==> src/rtl/irq_cond.sv <==
// irq_cond: interrupt request conditioner placed directly upstream of pic.
// Each line is synchronized and optionally debounced. It is then presented on IR
// either as a level or as a latched rising-edge request that pic clears.
// A sticky per-line overrun flag records edges lost while a request was pending.
// Optional debounce filter: define IRQ_COND_FILTER_EN to compile it in.

module irq_cond_lane #(
    parameter int SYNC_STAGES   = 2,
    parameter int FILTER_CYCLES = 4
) (
    input  logic clk,
    input  logic reset,
    input  logic irq,
    input  logic mode,
    input  logic clear,
    output logic req,
    output logic ovr
);
    // Elaboration-time sanity checks on the lane configuration.
    if (SYNC_STAGES < 2) begin : g_bad_sync
        $error("irq_cond: SYNC_STAGES must be at least 2");
    end
    if (FILTER_CYCLES < 1) begin : g_bad_filter
        $error("irq_cond: FILTER_CYCLES must be at least 1");
    end

    logic [SYNC_STAGES-1:0] sync;
    logic                   s;
    logic                   f;
    logic                   prev;
    logic                   rise;
    logic                   pending;
    logic                   pending_next;
    logic                   ovr_next;

    // Synchronizer chain for the asynchronous raw line.
    always_ff @(posedge clk or negedge reset) begin
        if (!reset) sync <= '0;
        else        sync <= {sync[SYNC_STAGES-2:0], irq};
    end

    assign s = sync[SYNC_STAGES-1];

`ifdef IRQ_COND_FILTER_EN
    localparam int CW = $clog2(FILTER_CYCLES + 1);
    localparam logic [CW-1:0] CNT_LAST = CW'(FILTER_CYCLES - 1);

    logic [CW-1:0] cnt;

    // Debounce: f follows s only after FILTER_CYCLES consecutive differing cycles.
    always_ff @(posedge clk or negedge reset) begin
        if (!reset) begin
            cnt <= '0;
            f   <= 1'b0;
        end else if (s == f) begin
            cnt <= '0;
        end else if (cnt == CNT_LAST) begin
            cnt <= '0;
            f   <= s;
        end else begin
            cnt <= cnt + 1'b1;
        end
    end
`else
    assign f = s;
`endif

    // prev restarts at 0 after reset, so a line already high gives one edge.
    assign rise = f & ~prev;

    // Request/overrun next state; a rise wins over a simultaneous clear.
    always_comb begin
        pending_next = 1'b0;
        ovr_next     = ovr & ~clear;
        if (mode) begin
            pending_next = rise | (pending & ~clear);
            if (rise && pending && !clear) ovr_next = 1'b1;
        end
    end

    // Edge history, latched request, overrun flag and registered IR output.
    always_ff @(posedge clk or negedge reset) begin
        if (!reset) begin
            prev    <= 1'b0;
            pending <= 1'b0;
            ovr     <= 1'b0;
            req     <= 1'b0;
        end else begin
            prev    <= f;
            pending <= pending_next;
            ovr     <= ovr_next;
            req     <= mode ? pending_next : f;
        end
    end
endmodule

module irq_cond #(
    parameter int NUM_IRQ       = 8,
    parameter int SYNC_STAGES   = 2,
    parameter int FILTER_CYCLES = 4
) (
    input  logic               clk,
    input  logic               reset,
    input  logic [NUM_IRQ-1:0] irq_in,
    input  logic [NUM_IRQ-1:0] edge_mode,
    input  logic [NUM_IRQ-1:0] ir_clear,
    output logic [NUM_IRQ-1:0] IR,
    output logic [NUM_IRQ-1:0] overrun
);
    // Lanes are identical and fully independent.
    for (genvar i = 0; i < NUM_IRQ; i++) begin : g_lane
        irq_cond_lane #(
            .SYNC_STAGES   (SYNC_STAGES),
            .FILTER_CYCLES (FILTER_CYCLES)
        ) u_lane (
            .clk   (clk),
            .reset (reset),
            .irq   (irq_in[i]),
            .mode  (edge_mode[i]),
            .clear (ir_clear[i]),
            .req   (IR[i]),
            .ovr   (overrun[i])
        );
    end
endmodule

==> config.mk <==
export PLATFORM = sky130hd
export DESIGN_NAME = irq_cond
export DESIGN_NICKNAME = d
export VERILOG_FILES = /design/src/rtl/irq_cond.sv
export SDC_FILE = /design/constraint.sdc
export NUM_CORES = 1
export LEC_CHECK = 0
export CAP_MARGIN = 20
export CORE_ASPECT_RATIO = 0.9
export CORE_MARGIN = 4
export CORE_UTILIZATION = 42
export DETAILED_ROUTE_END_ITERATION = 10
export GPL_TIMING_DRIVEN = 1
export MAX_ROUTING_LAYER = met4
export PLACE_DENSITY = 0.75
export REMOVE_ABC_BUFFERS = 1
export SLEW_MARGIN = 20
export SYNTH_ARGS = -nofsm -noshare
export SYNTH_HDL_FRONTEND = slang
export SYNTH_HIERARCHICAL = 1
export SYNTH_SLANG_ARGS = --single-unit
export TNS_END_PERCENT = 50
==> constraint.sdc <==
create_clock -name clk -period 0.8 [get_ports clk]
set_input_delay 0.12 -clock clk [delete_from_list [all_inputs] [get_ports clk]]
set_output_delay 0.12 -clock clk [all_outputs]
set_load 0.01 [all_outputs]
**Yosys cells after proc, flatten, opt, wreduce, memory -nomap -nowiden**

Cells that the tools add are included.

- $add $sub $neg: 0
- Multiply operators: 0
- Div/mod/pow operators: 0
- Magnitude comparators: 0
- Eq/ne operators: 0
- Shift operators: 0
- Mux-type cells: 32
- Bitwise operators: 48
- Reduce and logical (&&, ||, !) cells: 24

Operator list:

| cell | number |
|---|---|
| 1-bit two-way mux | 32 |
| 1-bit bitwise AND | 24 |
| 1-bit logical AND | 16 |
| 1-bit inverter | 16 |
| 1-bit logical NOT | 8 |
| 1-bit OR | 8 |

- Register bits after elaboration: 48
- Bits in latches: 0
- RAM bits: 0
- ROM bits: 0
- Input bits: 26
- Output and inout port bits: 16
- Word-level logic and storage cells: 144
- Memories kept: 0

**Longest topological paths before layout**

Gate-level depths: netlist (run 1).

- Depth in word-level cells: 6
- Gate-level depth with buffers: 2
- Depth with buffers taken out: 2

**Cells and area by module**

Netlist (run 1), hierarchy kept.

Modules (own cells, without submodules):

| module | times used | cells an instance | area each (um^2) | seq. area each (um^2) |
|---|---|---|---|---|
| irq_cond_lane | 8 | 15 | 203.9 | 150.1 |

**Least setup slack after synthesis (run 1)**

No wires, ideal clock.

- Path type: flip-flop to flip-flop
- Start point: register g_lane[0].u_lane.prev
- End point: register g_lane[0].u_lane.ovr
- Library setup time: 0.077 ns
- Data arrival time: 0.639 ns
- Required time: 0.723 ns
- Path slack: 0.084 ns
- Cell stages (with the launch flop): 3
- Buffers on the path: 0
- Period minus slack after synthesis: 0.716 ns
- Path through: dfrtp_1 > nand4b_1 > a21oi_1

- Cells in the longest elaborated chain, start to end: 6

Ends and longest elaborated chain:

| what | line | RTL |
|---|---|---|
| from (decl) | 30 | `logic prev;` |
| from (signal assigned) | 84 | `prev <= 1'b0;` |
| from (signal assigned) | 89 | `prev <= f;` |
| 1-bit inverter | 69 | `assign rise = f & ~prev;` |
| 1-bit bitwise AND | 69 |  |
| 1-bit logical AND (2 in a row) | 77 | `if (rise && pending && !clear) ovr_next = 1'b1;` |
| 1-bit two-way mux | 77 |  |
| 1-bit two-way mux | 75 | `if (mode) begin` |
| via g_lane[0].u_lane.ovr_next | 34 | `logic ovr_next;` |
| to (signal assigned) | 91 | `ovr <= ovr_next;` |
| to (decl) | 17 | `output logic ovr` |

The timed path passes the listed nets, and every way through them passes these cells.

**Final worst setup path (run 1)**

- Start point: register g_lane[2].u_lane.ovr
- End point: output overrun[2]

RTL lines:

| what | line | RTL |
|---|---|---|
| from (decl) | 17 |  |
| from (signal assigned) | 91 |  |
| to (decl) | 108 | `output logic [NUM_IRQ-1:0] overrun` |

No word-level cell between the ends.

==> summary by stage, run 1 <==
Clock network
Counting every sink on the clock net gives 48. Clock tree synthesis inserted a total of 5 buffers. The H-tree was split into 2 levels. TritonCTS built the clock tree.

The cell at the root of the clock tree is clkbuf_8. In this run the deepest clock path goes through 2 buffers. The later pin in the worst-skew pair is clocked with a latency of 0.29 ns. The clock transition at the registers of the reported paths is 0.08 ns.

Place
Routability-driven placement finished with a final weighted congestion of 0.686. The worst slack after detailed placement is -0.203 ns. The number of buffers inserted by port buffering is 41. Summed over all nets, the half-perimeter wirelength after detailed placement is 2040 um.

Once placement finished, the instance area stood at 0.00211 mm2.

Yosys
In this run, synthesis produced a sequential element count of 48. The netlist uses 8 different library cells. For this run, the register share of the synthesized area comes to 0.736. In this run the cell area of the synthesized design comes to 0.00163 mm2. The yosys synthesis warning count is 6. The gate count after technology mapping is 120. The mean area per synthesized cell is 13.6 um2.

Timing
Summed over all failing endpoints, the final setup total negative slack is -1.85 ns. Setup repair after global routing could not meet its margin everywhere. The headroom to the max-slew limit is 0.836. The count of final hold-check violations came to 0. The final critical delay including setup and external delays is 0.934 ns.

For the pin with the worst max-slew slack, the measured transition is 0.246 ns. Setup violations remaining at the end of the flow were counted as 18. The number of max-slew violations in the final report is 0. After layout, the worst setup slack is -0.134 ns. The maximum clock skew at final layout is 0.00220 ns. In the finished design, the share of the clock period the worst path needs comes to 1.17. The achievable frequency is 1.07 GHz.

Pwr
The standby leakage power is 0.000957 uW. The overall power is 4290 uW. For this design the ratio of total power to cell area is 1970 mW/mm2. The highest ir drop seen on vdd is 0.999 mV.

Worst hold path
The worst hold path belongs to the class in2reg. The startpoint identified for the worst hold timing path is irq_in[4].

Setup path
For the worst setup path, the data arrival time is 0.81 ns. The worst setup path is launched from a flip-flop. The worst register-to-register path begins at g_lane[3].u_lane/ovr$_DFF_PN0_. The cell type group with the largest total delay on the critical path is flip-flops. Setup slack on the worst reg-to-reg path comes out at -0.01 ns.

The beginning of the critical path is g_lane[2].u_lane/ovr$_DFF_PN0_. The worst setup path is of the reg2out kind. Walking the worst path, the cells encountered are buf_2. At the worst endpoint, the required time is 0.68 ns. The largest fanout of any net on the critical path is 2. On the worst path, the slowest cell contributes a delay of 0.38 ns.

The cell with the biggest individual delay on the critical path is dfrtp_1. The number of buffers and inverters on the critical path is 1. STA classifies the critical path endpoint as an output port.

Global routing
The first global-routing pass estimated 5020 um of wire. Entering global routing, the biggest net connects 49 pins. The overall routing resource usage is 0.138. The number of global-route vias before repair is 1153. The initial antenna violation count is 0. The global route total overflow is 0.

Routing
The total via count in the routed design is 1081. In the routed design, unresolved DRC markers number 0. The routed length per placed instance is 13.6 um. The wire length after detailed routing is 2970 um. The via-per-instance ratio is 4.94. The number of DRC markers after the initial detailed-route iteration is 38. For this run, the detailed router's first-pass iteration total came to 4. Once detail routing completed, the nets flagged for antenna violations numbered 0.

Cells and area
The final layout contains 199 nets. The library cells used most frequently in the layout, excluding fill and tap cells, are 48 x dfrtp_1, 24 x clkdlybuf4s50_1, 16 x nand2b_1, 16 x nand2_1, 15 x buf_2. The utilization of the core after routing is 0.583. Fill cells in the final layout number 305. After routing the design area is 0.00218 mm2. The signed area change from the synthesized netlist to the final layout is 33.4%. The layout cell share with drive strength beyond 1 is 0.185. The repair_antennas step left the layout with diodes totalling 0.

The most frequent standard cell in the layout excluding fill and tap cells is dfrtp_1.

Status
The flow ran to the end, but the final reports show violations. The final reports fail on negative setup slack.

Flow run
The reported max-cap violation count is 0.

Floorplan
The row count is 21. The number of I/O pins is 42. The die covers 0.00495 mm2. From left edge to right edge, the die measures 73.7 um.

The core area is 0.00373 mm2. For this configuration, the core starts out at a cell density of 0.437. The floorplan step set the die height to 67.1 um.
==> flip-flops by register name, indices dropped and copies added, names as in the netlist <==
register	flops
g_lane.u_lane/sync	16
g_lane.u_lane/ovr	8
g_lane.u_lane/prev	8
g_lane.u_lane/req	8
g_lane.u_lane/pending	8
==> through the flow <==
stage / instances / hold WS, ns
finish: 219 / 0.259
detailed placement: 208 / 0.121
global placement: 208 / 0.117
floorplan: 120 / -0.176
global route: 219 / 0.242
CTS: 217 / 0.250
==> worst reg2reg max path, stage by stage, from the launching register on <==
cell,delay (ns)
dfrtp_1,0.38
buf_4,0.13
buf_6,0.10
inv_2,0.04
a21oi_2,0.05
==> timing repair <==
item | in CTS | in global routing
endpoints found under the hold margin | 48 | 0
gates cloned | 0 | 0
buffers inserted | 1 | 2
setup endpoints to repair | 18 | 25
pin swaps | 2 | 6
resized for setup | 64 | 8
hold buffers | 1 | 0
==> area by class of cell <==
class | count | area (um2) | share of cell area
Tap cell | 46 | 57.6 | 0.0265
Timing Repair Buffer | 46 | 394 | 0.181
Sequential cell | 48 | 1200 | 0.552
Clock buffer | 6 | 72.6 | 0.0334
Multi-Input combinational cell | 64 | 415 | 0.191
Inverter | 8 | 30.0 | 0.0138
Clock inverter | 1 | 5.00 | 0.00230
==> kinds of logic after synthesis <==
kind of cell | count (synthesis) | share of synthesized area
simple gates | 40 | 0.141
buf+inv | 8 | 0.0184
compound gates | 24 | 0.104
flops | 48 | 0.736
==> Yosys cell counts <==
master / instances / area [um2]
dfrtp_1: 48 / 1200
nand2_1: 16 / 60.1
nand2b_1: 16 / 100
a21boi_1: 8 / 60.1
a21oi_1: 8 / 40.0
inv_1: 8 / 30.0
nand4b_1: 8 / 70.1
o2bb2ai_1: 8 / 70.1
==> report_power, final <==
| group | internal (uW) | total [uW] | leakage (uW) | switching (uW) |
|---|---|---|---|---|
| Clock | 594 | 1300 | 0.0000410 | 706 |
| Combinational | 215 | 377 | 0.000322 | 162 |
| Sequential | 2540 | 2610 | 0.000595 | 67.1 |
==> path summary, 6_finish.rpt <==
check	end	cells after the start
min in group asynchronous	g_lane[3].u_lane/req$_DFF_PN0_	3
setup / recovery	overrun[2]	1
setup reg to reg	g_lane[3].u_lane/ovr$_DFF_PN0_	4
hold reg to reg	g_lane[0].u_lane/sync[1]$_DFF_PN0_	0
hold / removal	g_lane[4].u_lane/sync[0]$_DFF_PN0_	1
max in group asynchronous	g_lane[1].u_lane/sync[1]$_DFF_PN0_	3
==> per-layer routing <==
metal | wire length (um) | part of all wire | track usage
met3 | 266 | 0.090 | 0.0580
met4 | 23 | 0.0077 | 0.0407
met2 | 1390 | 0.47 | 0.227
met1 | 1290 | 0.43 | 0.155
met5 | 0 | 0 | -
Note: power is estimated with default switching activity, not from simulation.
==> run 2: changes to the inputs <==
- CORE_MARGIN: 4 -> default
==> run 2 against run 1 <==
  * The run still ends with negative setup slack left
  * Largest cell class unchanged
  * Core utilization is 0.23 points higher
  * Routed wire length down 4.5%
  * Largest power group unchanged
  * Design area increased by 0.40%
  * First-iteration DRC count is 5.3% higher
  * Clock power rose by 15%
  * Sequential cell count unchanged
==> summary by stage, run 2 (synthesis gave the netlist of run 1 again) <==
Timing
The transition time at the pin with the least slew margin is 0.247 ns. Setup violations remaining at the end of the flow were counted as 17. Setup repair after global routing could not meet its margin everywhere.

In the finished design, the share of the clock period the worst path needs comes to 1.19. The count of final hold-check violations is 0. Between clock sinks in the finished design, the worst skew comes to 0.00116 ns. The worst hold slack is 0.259 ns. The final setup slack of the worst path is -0.155 ns. The headroom to the max-slew limit is 0.835. The number of max-slew violations in the final report came to 0. The achievable frequency is 1.05 GHz. The smallest clock period supported by the final layout is computed as 0.955 ns.

Flow run
The reported max-cap violation count is 0.

Pwr
The share of total power dissipated in sequential elements is 0.583. The highest ir drop seen on vdd is 1.27 mV. For this design the ratio of total power to cell area is 2050 mW/mm2.

The fraction of power consumed by combinational cells is 0.084. The standby leakage power is 0.000967 uW. The part of the total power dissipated in the clock network is 0.332. The power spent charging and discharging nets is 948 uW.

The design draws 4480 uW. Of the total power, the share spent switching nets is 0.212. The internal power component is 3530 uW.

Cells and area
The top cell types in the final layout, fill and taps aside, are 48 x dfrtp_1, 24 x clkdlybuf4s50_1, 16 x nand2b_1, 16 x nand2_1, 16 x buf_2. The layout cell share with drive strength beyond 1 is 0.191. The storage element area is 0.00120 mm2. Ranked by flip-flop count, first place goes to g_lane.u_lane/sync. The final layout contains 199 nets.

The number of antenna cells inserted is 0. With fillers left out, the area of the finished cells amounts to 0.00218 mm2. The most frequent standard cell in the layout excluding fill and tap cells is dfrtp_1. The number of fill cells in the layout is 318. The register with the most flip-flops in the layout has 16 of them. For this run, the number of standard cells in the final layout without fillers is 219. From synthesis to final layout, the design area changed by 33.9%. Summing all multi-input logic gate instances after layout gives 415 um2.

Setup path
The worst reg-to-reg path cell count is 4. The total number of cells along the worst setup path is 1. Counting both buffers and inverters, the worst setup path holds a total of 1. For flop-to-flop paths, the worst setup slack is -0.03 ns. The largest fanout of any net on the critical path is 2. STA classifies the critical path startpoint as a flip-flop.

The cell with the biggest individual delay on the critical path is dfrtp_1. The cell type group with the largest total delay on the critical path is flip-flops. The delay of the slowest cell on the worst path is 0.40 ns. The signal on the critical path passes through buf_2. The critical path capture point type is an output port. The data arrival time of the critical path is 0.83 ns. For the worst setup path, the data required time is 0.68 ns. The kind of critical path is reg2out.

Routing
The wire length after detailed routing is 2840 um. After detailed routing, the wire length on met1 is 1180 um. In the routed design, unresolved DRC markers number 0. The total via count in the routed design is 1055. The count of nets left with antenna violations after detail routing is 0. The routed length per placed instance is 12.9 um. In this run, the number of DRC markers left after iteration 0 of detailed routing was 40. Summed over all nets, wire length on met2 after detailed routing comes to 1470 um. The detailed-routing iteration count for the pre-antenna-repair pass is 4. After detailed routing, the number of vias per cell comes to 4.82.

Summed over all nets, wire length on met3 after detailed routing comes to 149 um. Signal routing reaches up to met4.

Floorplan
The core area is 0.00373 mm2. Pin placement for this block handled 42 I/O pins. The starting density of the core is 0.437. The overall die height is 61.1 um.

The initialized floorplan defines 21 standard-cell rows. The overall die width is 67.7 um. The area of the die is 0.00414 mm2.

Global routing
The global route total overflow is 0. The initial antenna violation count was 0. The global-route wire length before repair is 4540 um. The number of global-route vias before repair came to 1056. The overall routing resource usage is 0.161. The largest net degree at the start of global routing is 49.

Place
Routability-driven placement finished with a final weighted congestion of 0.652. OpenSTA, run right after detailed placement, puts the worst setup slack at -0.224 ns. Buffers placed on the I/O ports in this run total 41.

The half-perimeter wire length of the detailed placement result is 2030 um. In this run the cell area measured after placement is 0.00211 mm2. Including well taps, the total number of placed cells is 208.

Worst hold path
Along the worst hold path, the cell count comes to 1. The worst min-delay path category is in2reg.

Clock network
The cell sitting at the root of the clock tree is a clkbuf_8. The buffer levels on the longest clock path is 2. The CTS H-tree depth is 2. The later pin in the worst-skew pair is clocked with a latency of 0.29 ns. Clock tree synthesis found a total of 48 sinks.

TritonCTS built the clock tree. The clock transition at the registers of the reported paths is 0.08 ns. The total CTS buffers is 5.

Status
The checks that failed: negative setup slack. The flow ran to the end, but the final reports show violations.
## run 2: cell count changes in the layout (fill, tap and decap cells not counted), sizes merged
cell / before / now
clkbuf: 6 / 7
clkinv: 1 / 0
## run 2: metrics by stage
stage          TNS (ns)  utilization
5_1_grt           -2.78        0.586
6_report          -1.98        0.586
4_1_cts           -2.18        0.578
3_5_place_dp      -6.80        0.567
3_3_place_gp      -5.71        0.567
2_1_floorplan         0            -
## run 2: what timing repair did
item	in CTS	in global routing
gates resized for setup	64	6
pin swaps	5	2
buffers inserted	2	1
setup endpoints to repair	21	28
hold buffers	1	0
endpoints found under the hold margin	48	0
## run 2: worst paths after layout
| check | start | endpoint |
|---|---|---|
| max in group asynchronous | reset | g_lane[7].u_lane/req$_DFF_PN0_ |
| max | g_lane[7].u_lane/ovr$_DFF_PN0_ | overrun[7] |
| min | irq_in[7] | g_lane[7].u_lane/sync[0]$_DFF_PN0_ |
| max reg2reg | g_lane[0].u_lane/ovr$_DFF_PN0_ | g_lane[0].u_lane/ovr$_DFF_PN0_ |
| min in group asynchronous | reset | g_lane[1].u_lane/sync[0]$_DFF_PN0_ |
| min reg2reg | g_lane[3].u_lane/sync[0]$_DFF_PN0_ | g_lane[3].u_lane/sync[1]$_DFF_PN0_ |
## run 2: layer usage
metal	vias up	GRT usage
li1	506	-
met5	-	-
met1	521	0.173
met4	0	0.0638
met3	4	0.0630
met2	24	0.269
## run 2: layout make-up
class | count | share of cell area
sequential | 48 | 0.550
timing repair buffer | 46 | 0.176
inverter | 8 | 0.0137
multi-input combinational | 64 | 0.190
tap | 46 | 0.0263
clock buffer | 7 | 0.0441
## run 2: power by group through the flow
stage | Sequential, uW | Clock (uW) | Combinational (uW)
after CTS | 2610 | 1540 | 376
final | 2610 | 1490 | 378
after global routing | 2630 | 1630 | 418
after detailed placement | 2660 | 0 | 404
after global placement | 2650 | 0 | 388
after floorplan | 2660 | 0 | 92.1
==> run 3: changes to the inputs <==
- CTS_CLUSTER_DIAMETER: default -> 40
- SLEW_MARGIN: 20 -> 15
==> results of run 3 <==
The final DEF is identical to that of run 2; final timing and power are the same.
